==> src/rtl/ps2_host_tx.sv <==
// PS/2 host-to-device transmitter: sends one command byte to the keyboard using the
// request-to-send sequence. Lines are only ever pulled low through the *_OE outputs.
module ps2_host_tx #(
    parameter int INHIBIT_CYCLES = 2500,
    parameter int TIMEOUT_CYCLES = 375000
) (
    input  logic       Clock,
    input  logic       Reset,
    input  logic [7:0] iData,
    input  logic       iSend,
    input  logic       iPS2_CLK,
    input  logic       iPS2_DATA,
    output logic       oPS2_CLK_OE,
    output logic       oPS2_DATA_OE,
    output logic       oBusy,
    output logic       oDone,
    output logic       oAck,
    output logic       oError
);

    // state     | meaning
    // S_IDLE    | waiting for iSend
    // S_INHIBIT | clock held low to claim the bus
    // S_START   | clock still low, start bit (data low) asserted
    // S_REQ     | clock released, waiting for the first device falling edge
    // S_BITS    | shifting data, parity and stop on device falling edges
    // S_ACK     | sampling the device acknowledge bit
    // S_WAIT_IDLE | waiting for both lines to return high
    // S_FIN     | one-cycle completion report
    typedef enum logic [2:0] {
        S_IDLE,
        S_INHIBIT,
        S_START,
        S_REQ,
        S_BITS,
        S_ACK,
        S_WAIT_IDLE,
        S_FIN
    } state_t;

    localparam int TMR_MAX = (INHIBIT_CYCLES > TIMEOUT_CYCLES) ? INHIBIT_CYCLES : TIMEOUT_CYCLES;
    localparam int TMR_W   = $clog2(TMR_MAX + 1);
    localparam logic [TMR_W-1:0] INH_LOAD = TMR_W'(INHIBIT_CYCLES - 1);
    localparam logic [TMR_W-1:0] TO_LOAD  = TMR_W'(TIMEOUT_CYCLES - 1);
    localparam logic [TMR_W-1:0] TMR_ONE  = TMR_W'(1);

    state_t           state_q, state_d;
    logic [TMR_W-1:0] timer_q, timer_d;
    logic [9:0]       shift_q, shift_d;
    logic [3:0]       fe_cnt_q, fe_cnt_d;
    logic             data_oe_q, data_oe_d;
    logic             ack_ok_q, ack_ok_d;

    logic clk_meta_q, clk_sync_q, clk_prev_q;
    logic data_meta_q, data_sync_q;
    logic fe;
    logic tmo_active;

    always_ff @(posedge Clock or negedge Reset) begin
        if (!Reset) begin
            clk_meta_q  <= 1'b1;
            clk_sync_q  <= 1'b1;
            clk_prev_q  <= 1'b1;
            data_meta_q <= 1'b1;
            data_sync_q <= 1'b1;
        end else begin
            clk_meta_q  <= iPS2_CLK;
            clk_sync_q  <= clk_meta_q;
            clk_prev_q  <= clk_sync_q;
            data_meta_q <= iPS2_DATA;
            data_sync_q <= data_meta_q;
        end
    end

    assign fe = clk_prev_q & ~clk_sync_q;

    always_ff @(posedge Clock or negedge Reset) begin
        if (!Reset) begin
            state_q   <= S_IDLE;
            timer_q   <= '0;
            shift_q   <= '0;
            fe_cnt_q  <= '0;
            data_oe_q <= 1'b0;
            ack_ok_q  <= 1'b0;
        end else begin
            state_q   <= state_d;
            timer_q   <= timer_d;
            shift_q   <= shift_d;
            fe_cnt_q  <= fe_cnt_d;
            data_oe_q <= data_oe_d;
            ack_ok_q  <= ack_ok_d;
        end
    end

    assign tmo_active = (state_q == S_REQ) || (state_q == S_BITS) ||
                        (state_q == S_ACK) || (state_q == S_WAIT_IDLE);

    always_comb begin
        state_d   = state_q;
        timer_d   = timer_q;
        shift_d   = shift_q;
        fe_cnt_d  = fe_cnt_q;
        data_oe_d = data_oe_q;
        ack_ok_d  = ack_ok_q;

        unique case (state_q)
            S_IDLE: begin
                if (iSend) begin
                    shift_d   = {1'b1, ~^iData, iData};
                    timer_d   = INH_LOAD;
                    fe_cnt_d  = '0;
                    ack_ok_d  = 1'b0;
                    data_oe_d = 1'b0;
                    state_d   = S_INHIBIT;
                end
            end
            S_INHIBIT: begin
                if (timer_q == '0) begin
                    data_oe_d = 1'b1;
                    state_d   = S_START;
                end else begin
                    timer_d = timer_q - TMR_ONE;
                end
            end
            S_START: begin
                timer_d = TO_LOAD;
                state_d = S_REQ;
            end
            S_REQ: begin
                if (fe) begin
                    data_oe_d = ~shift_q[0];
                    shift_d   = shift_q >> 1;
                    fe_cnt_d  = fe_cnt_q + 4'd1;
                    state_d   = S_BITS;
                end
            end
            S_BITS: begin
                // The stop bit shifts out as a 1, which releases the data line.
                if (fe) begin
                    data_oe_d = ~shift_q[0];
                    shift_d   = shift_q >> 1;
                    fe_cnt_d  = fe_cnt_q + 4'd1;
                    if (fe_cnt_q == 4'd9) begin
                        state_d = S_ACK;
                    end
                end
            end
            S_ACK: begin
                if (fe) begin
                    ack_ok_d = ~data_sync_q;
                    fe_cnt_d = fe_cnt_q + 4'd1;
                    state_d  = S_WAIT_IDLE;
                end
            end
            S_WAIT_IDLE: begin
                if (clk_sync_q && data_sync_q) begin
                    state_d = S_FIN;
                end
            end
            S_FIN: begin
                data_oe_d = 1'b0;
                state_d   = S_IDLE;
            end
            default: begin
                state_d = S_IDLE;
            end
        endcase

        // Watchdog on the device clock; any falling edge restarts the window.
        if (tmo_active) begin
            if (fe) begin
                timer_d = TO_LOAD;
            end else if (timer_q == '0) begin
                data_oe_d = 1'b0;
                ack_ok_d  = 1'b0;
                state_d   = S_FIN;
            end else begin
                timer_d = timer_q - TMR_ONE;
            end
        end
    end

    assign oPS2_CLK_OE  = (state_q == S_INHIBIT) || (state_q == S_START);
    assign oPS2_DATA_OE = data_oe_q;
    assign oBusy        = (state_q != S_IDLE);
    assign oDone        = (state_q == S_FIN);
    assign oAck         = (state_q == S_FIN) &  ack_ok_q;
    assign oError       = (state_q == S_FIN) & ~ack_ok_q;

endmodule
==> config.mk <==
export PLATFORM = sky130hd
export DESIGN_NAME = ps2_host_tx
export DESIGN_NICKNAME = d
export VERILOG_FILES = /design/src/rtl/ps2_host_tx.sv
export SDC_FILE = /design/constraint.sdc
export NUM_CORES = 1
export LEC_CHECK = 0
export CORE_MARGIN = 4
export CORE_UTILIZATION = 48
export DETAILED_ROUTE_END_ITERATION = 6
export PLACE_DENSITY = 0.67
export SLEW_MARGIN = 20
export SYNTH_ARGS = -nofsm -noshare
export SYNTH_HDL_FRONTEND = slang
export SYNTH_SLANG_ARGS = --single-unit
==> constraint.sdc <==
create_clock -name Clock -period 2.8 [get_ports Clock]
set_input_delay 0.56 -clock Clock [delete_from_list [all_inputs] [get_ports Clock]]
set_output_delay 0.56 -clock Clock [all_outputs]
set_load 0.05 [all_outputs]
==> impl_metrics.py, run 1 <==
metrics = {
    "critical_path": {
        "worstPathCellList": "inv_1 -> ha_1 -> or3b_2 -> nor4_1 -> and3_1 -> buf_4 -> nor3_1 -> o32ai_1 -> nor2_1",
        "critPathRequiredTime_ns": 2.99,
        "worst_path_max_delay_cell": "or3b_2",
        "critPathMaxStageDelay_ns": 0.51,
        "endpoint_kind": "flop",
        "path_class": "flop to flop",
        "start_kind": "flop",
        "path_max_fanout": 13,
        "cp.arrival_ns": 2.78,
    },
    "synthesis": {
        "syn_nets": 360,
        "ys_types": 63,
        "synth-edff-count": 0,
        "ys_seq_elements": 43,
        "ys_seq_area_frac": 0.374,
        "synthCells": 343,
        "yosys_warnings": 0,
        "async_flop_share": 1.00,
        "synthesis.area_um2": 2900,
        "synthFlopType": "dfrtp_1",
        "synth_area_per_cell_um2": 8.44,
    },
    "timing": {
        "skew_ns": 0.0138,
        "final_max_slew_viol_count": 0,
        "tns_ns": 0,
        "finalSetupViolations": 0,
        "hold_viol": 0,
        "max_freq_mhz": 385,
        "period_share": 0.927,
        "tightest_slew_ns": 0.956,
        "slew_headroom": 0.363,
        "setup_ws_ns": 0.205,
        "min_period_ns": 2.59,
        "rsz0062_at_grt": "false",
    },
    "global_route": {
        "overflow": 0,
        "grt_start_max_net_pins": 44,
        "grt_usage": 0.229,
        "grt_pass1_wl_um": 13500,
        "antenna_found_initial": 0,
        "first_global_vias": 2705,
    },
    "pwr": {
        "seq_power_share": 0.530,
        "p_leak_nw": 1.38,
        "ir_drop_mv": 0.259,
        "p_comb_frac": 0.058,
        "p_sw_frac": 0.219,
        "powerDensity_nw_per_um2": 360,
        "intPower_w": 0.000927,
        "clkPwrFrac": 0.413,
        "p_sw_w": 0.000260,
    },
    "floorplan": {
        "dieWidth_um": 85.7,
        "die_h_um": 85.7,
        "io_pins": 19,
        "initial_utilization": 0.492,
        "die_area_um2": 7340,
        "num_rows": 28,
        "coreArea_um2": 5890,
    },
    "place": {
        "place.port_buffers": 18,
        "gp_congestion": 0.946,
        "dp_hpwl_um": 5860,
        "dp_slack_ns": 0.217,
    },
    "worst_hold_path": {
        "worst_hold_path_type": "flop to flop",
    },
    "routing": {
        "drtPass1Iterations": 5,
        "drcViolationCount": 0,
        "wirelength_um": 7850,
        "drtIter0Drc": 281,
        "detail-route-antenna-nets": 0,
        "dr_total_vias": 2781,
        "wire_per_inst_um": 17.9,
        "via_per_inst": 6.33,
    },
    "clock_network": {
        "cts_tree": "done",
        "cts.clk_slew.worst_paths_ns": 0.09,
        "root_buffer": "clkbuf_8",
        "hold_buffers": 0,
        "insertion_delay_ns": 0.30,
        "clock_sinks": 43,
        "clk_path_buf_depth": 2,
        "h-tree-depth": 2,
        "cts_buffers": 5,
    },
    "layout": {
        "fin_util": 0.560,
        "layout-drive-gt1-share": 0.137,
        "n_antenna_cell": 0,
        "nets": 380,
        "nFillCells": 551,
        "syn_to_final_growth_pct": 13.8,
    },
    "job": {
        "cap_violations": 0,
    },
    "status": {
        "outcome": "complete, no violations",
    },
}
[area by class of cell]
cell class / count / area (µm²) / area share
flip-flops and latches: 43 / 1080 / 0.328
clock buffers: 6 / 72.6 / 0.0220
well taps: 75 / 93.8 / 0.0285
inverters: 7 / 26.3 / 0.00797
multi-input cells: 273 / 1690 / 0.514
clock inverters: 2 / 37.5 / 0.0114
repair buffers: 33 / 290 / 0.0880
[cell families (layout without fill, tap and decap cells)]
kind of cell	after synthesis	after routing	synth area share
fa+ha+maj	4	4	0.0173
mux	10	10	0.0350
flops	43	43	0.374
simple gates	142	142	0.260
xor+xnor	12	12	0.0363
buf+inv	27	48	0.0441
compound gates	105	105	0.233
[sequential cells by signal, indices dropped and copies added (netlist names)]
| name | flops |
|---|---|
| ack_ok_q | 1 |
| clk_meta_q | 1 |
| clk_prev_q | 1 |
| clk_sync_q | 1 |
| data_meta_q | 1 |
| data_sync_q | 1 |
| fe_cnt_q | 4 |
| oPS2_DATA_OE | 1 |
| shift_q | 10 |
| state_q | 3 |
| timer_q | 19 |
[critical path: cells and delay by family, from the launching register on]
family | cells | cell delay (ns)
compound gates | 1 | 0.23
fa+ha+maj | 1 | 0.16
buf+inv | 2 | 0.40
flops | 1 | 0.42
simple gates | 5 | 1.27
[power groups by stage]
| stage | Sequential [W] | Clock (W) | Combinational, W |
|---|---|---|---|
| after floorplan | 0.000641 | 0 | 0.0000314 |
| after global placement | 0.000641 | 0 | 0.0000691 |
| after detailed placement | 0.000641 | 0 | 0.0000698 |
| after CTS | 0.000629 | 0.000498 | 0.0000700 |
| after global routing | 0.000630 | 0.000522 | 0.0000755 |
| final | 0.000629 | 0.000490 | 0.0000684 |
[layer usage]
| layer | vias to the layer above | global-route usage | wire length [µm] |
|---|---|---|---|
| met3 | 25 | 0.0432 | 423 |
| met1 | 1342 | 0.296 | 3360 |
| met5 | - | 0 | 0 |
| met4 | 0 | 0.0878 | 240 |
| met2 | 104 | 0.379 | 3820 |
| li1 | 1310 | - | - |
[synthesized netlist by cell type (3+ instances only)]
cell type | instances | share of area
a211o_1 | 4 | 0.012
o32ai_1 | 4 | 0.012
a21oi_1 | 26 | 0.045
or4_1 | 6 | 0.016
and2_1 | 3 | 0.0065
o211ai_1 | 3 | 0.0078
a211oi_1 | 4 | 0.010
xor2_1 | 3 | 0.0091
nand3_1 | 9 | 0.016
nor2b_1 | 5 | 0.011
inv_1 | 6 | 0.0078
buf_2 | 3 | 0.0052
ha_1 | 4 | 0.017
o21ai_0 | 23 | 0.040
o31ai_1 | 3 | 0.0078
nand2b_1 | 5 | 0.011
nor2_1 | 35 | 0.045
a31oi_1 | 6 | 0.013
nor3b_1 | 4 | 0.010
dfrtp_1 | 38 | 0.33
nand4_1 | 3 | 0.0065
dfstp_2 | 5 | 0.045
nor4_1 | 6 | 0.013
or2_2 | 5 | 0.011
mux2i_1 | 9 | 0.031
clkbuf_1 | 12 | 0.016
buf_6 | 3 | 0.012
o22ai_1 | 3 | 0.0065
xnor2_1 | 9 | 0.027
nor3_1 | 14 | 0.024
o21ai_1 | 8 | 0.014
nand2_1 | 30 | 0.039
[placed cells by master (no fill, tap or decap), types with 3 or more instances in the layout]
master,synthesis,layout
o32ai_1,4,4
buf_4,0,18
xor2_1,3,3
inv_1,6,6
or2_2,5,5
dfstp_2,5,5
nand3_1,9,9
nand4_1,3,3
clkbuf_8,0,5
dfrtp_1,38,38
a211oi_1,4,4
nor3_1,14,14
nand2_1,30,30
o21ai_1,8,8
xnor2_1,9,9
mux2i_1,9,9
nor3b_1,4,4
clkdlybuf4s50_1,0,13
and2_1,3,3
a21oi_1,26,26
o21ai_0,23,23
o31ai_1,3,3
o22ai_1,3,3
or4_1,6,6
nor2b_1,5,5
a31oi_1,6,6
o211ai_1,3,3
nor4_1,6,6
ha_1,4,4
a211o_1,4,4
nand2b_1,5,5
nor2_1,35,35
[worst paths after layout]
check                            start  cells after the start  slack [ns]     endpoint
max                         timer_q[0]                      9        0.21   timer_q[8]
min in group asynchronous        Reset                      1        0.38  timer_q[18]
min                        data_meta_q                      0        0.36  data_sync_q
max in group asynchronous        Reset                      1        1.80   state_q[1]
max reg2reg                 timer_q[0]                      9        0.21   timer_q[8]
min reg2reg                data_meta_q                      0        0.36  data_sync_q
[through the flow]
stage / instances / hold slack [ns] / area (µm²) / power [W]
floorplan: 343 / 0.264 / 2900 / 0.000672
global placement: 429 / 0.346 / 3160 / 0.000710
detailed placement: 429 / 0.348 / 3160 / 0.000711
CTS: 437 / 0.361 / 3270 / 0.00120
global route: 439 / 0.362 / 3300 / 0.00123
finish: 439 / 0.359 / 3300 / 0.00119
[repair_timing]
action	in CTS	in global routing
endpoints found under the setup margin	0	2
resized for setup	0	1
setup buffers	0	2
Note: power is estimated with default switching activity, not from simulation.
==> inputs of run 2 (changes only) <==
SLEW_MARGIN = 10   (was 20)
==> results of run 2 <==
Final layout, timing and power as in run 1 (identical DEF).
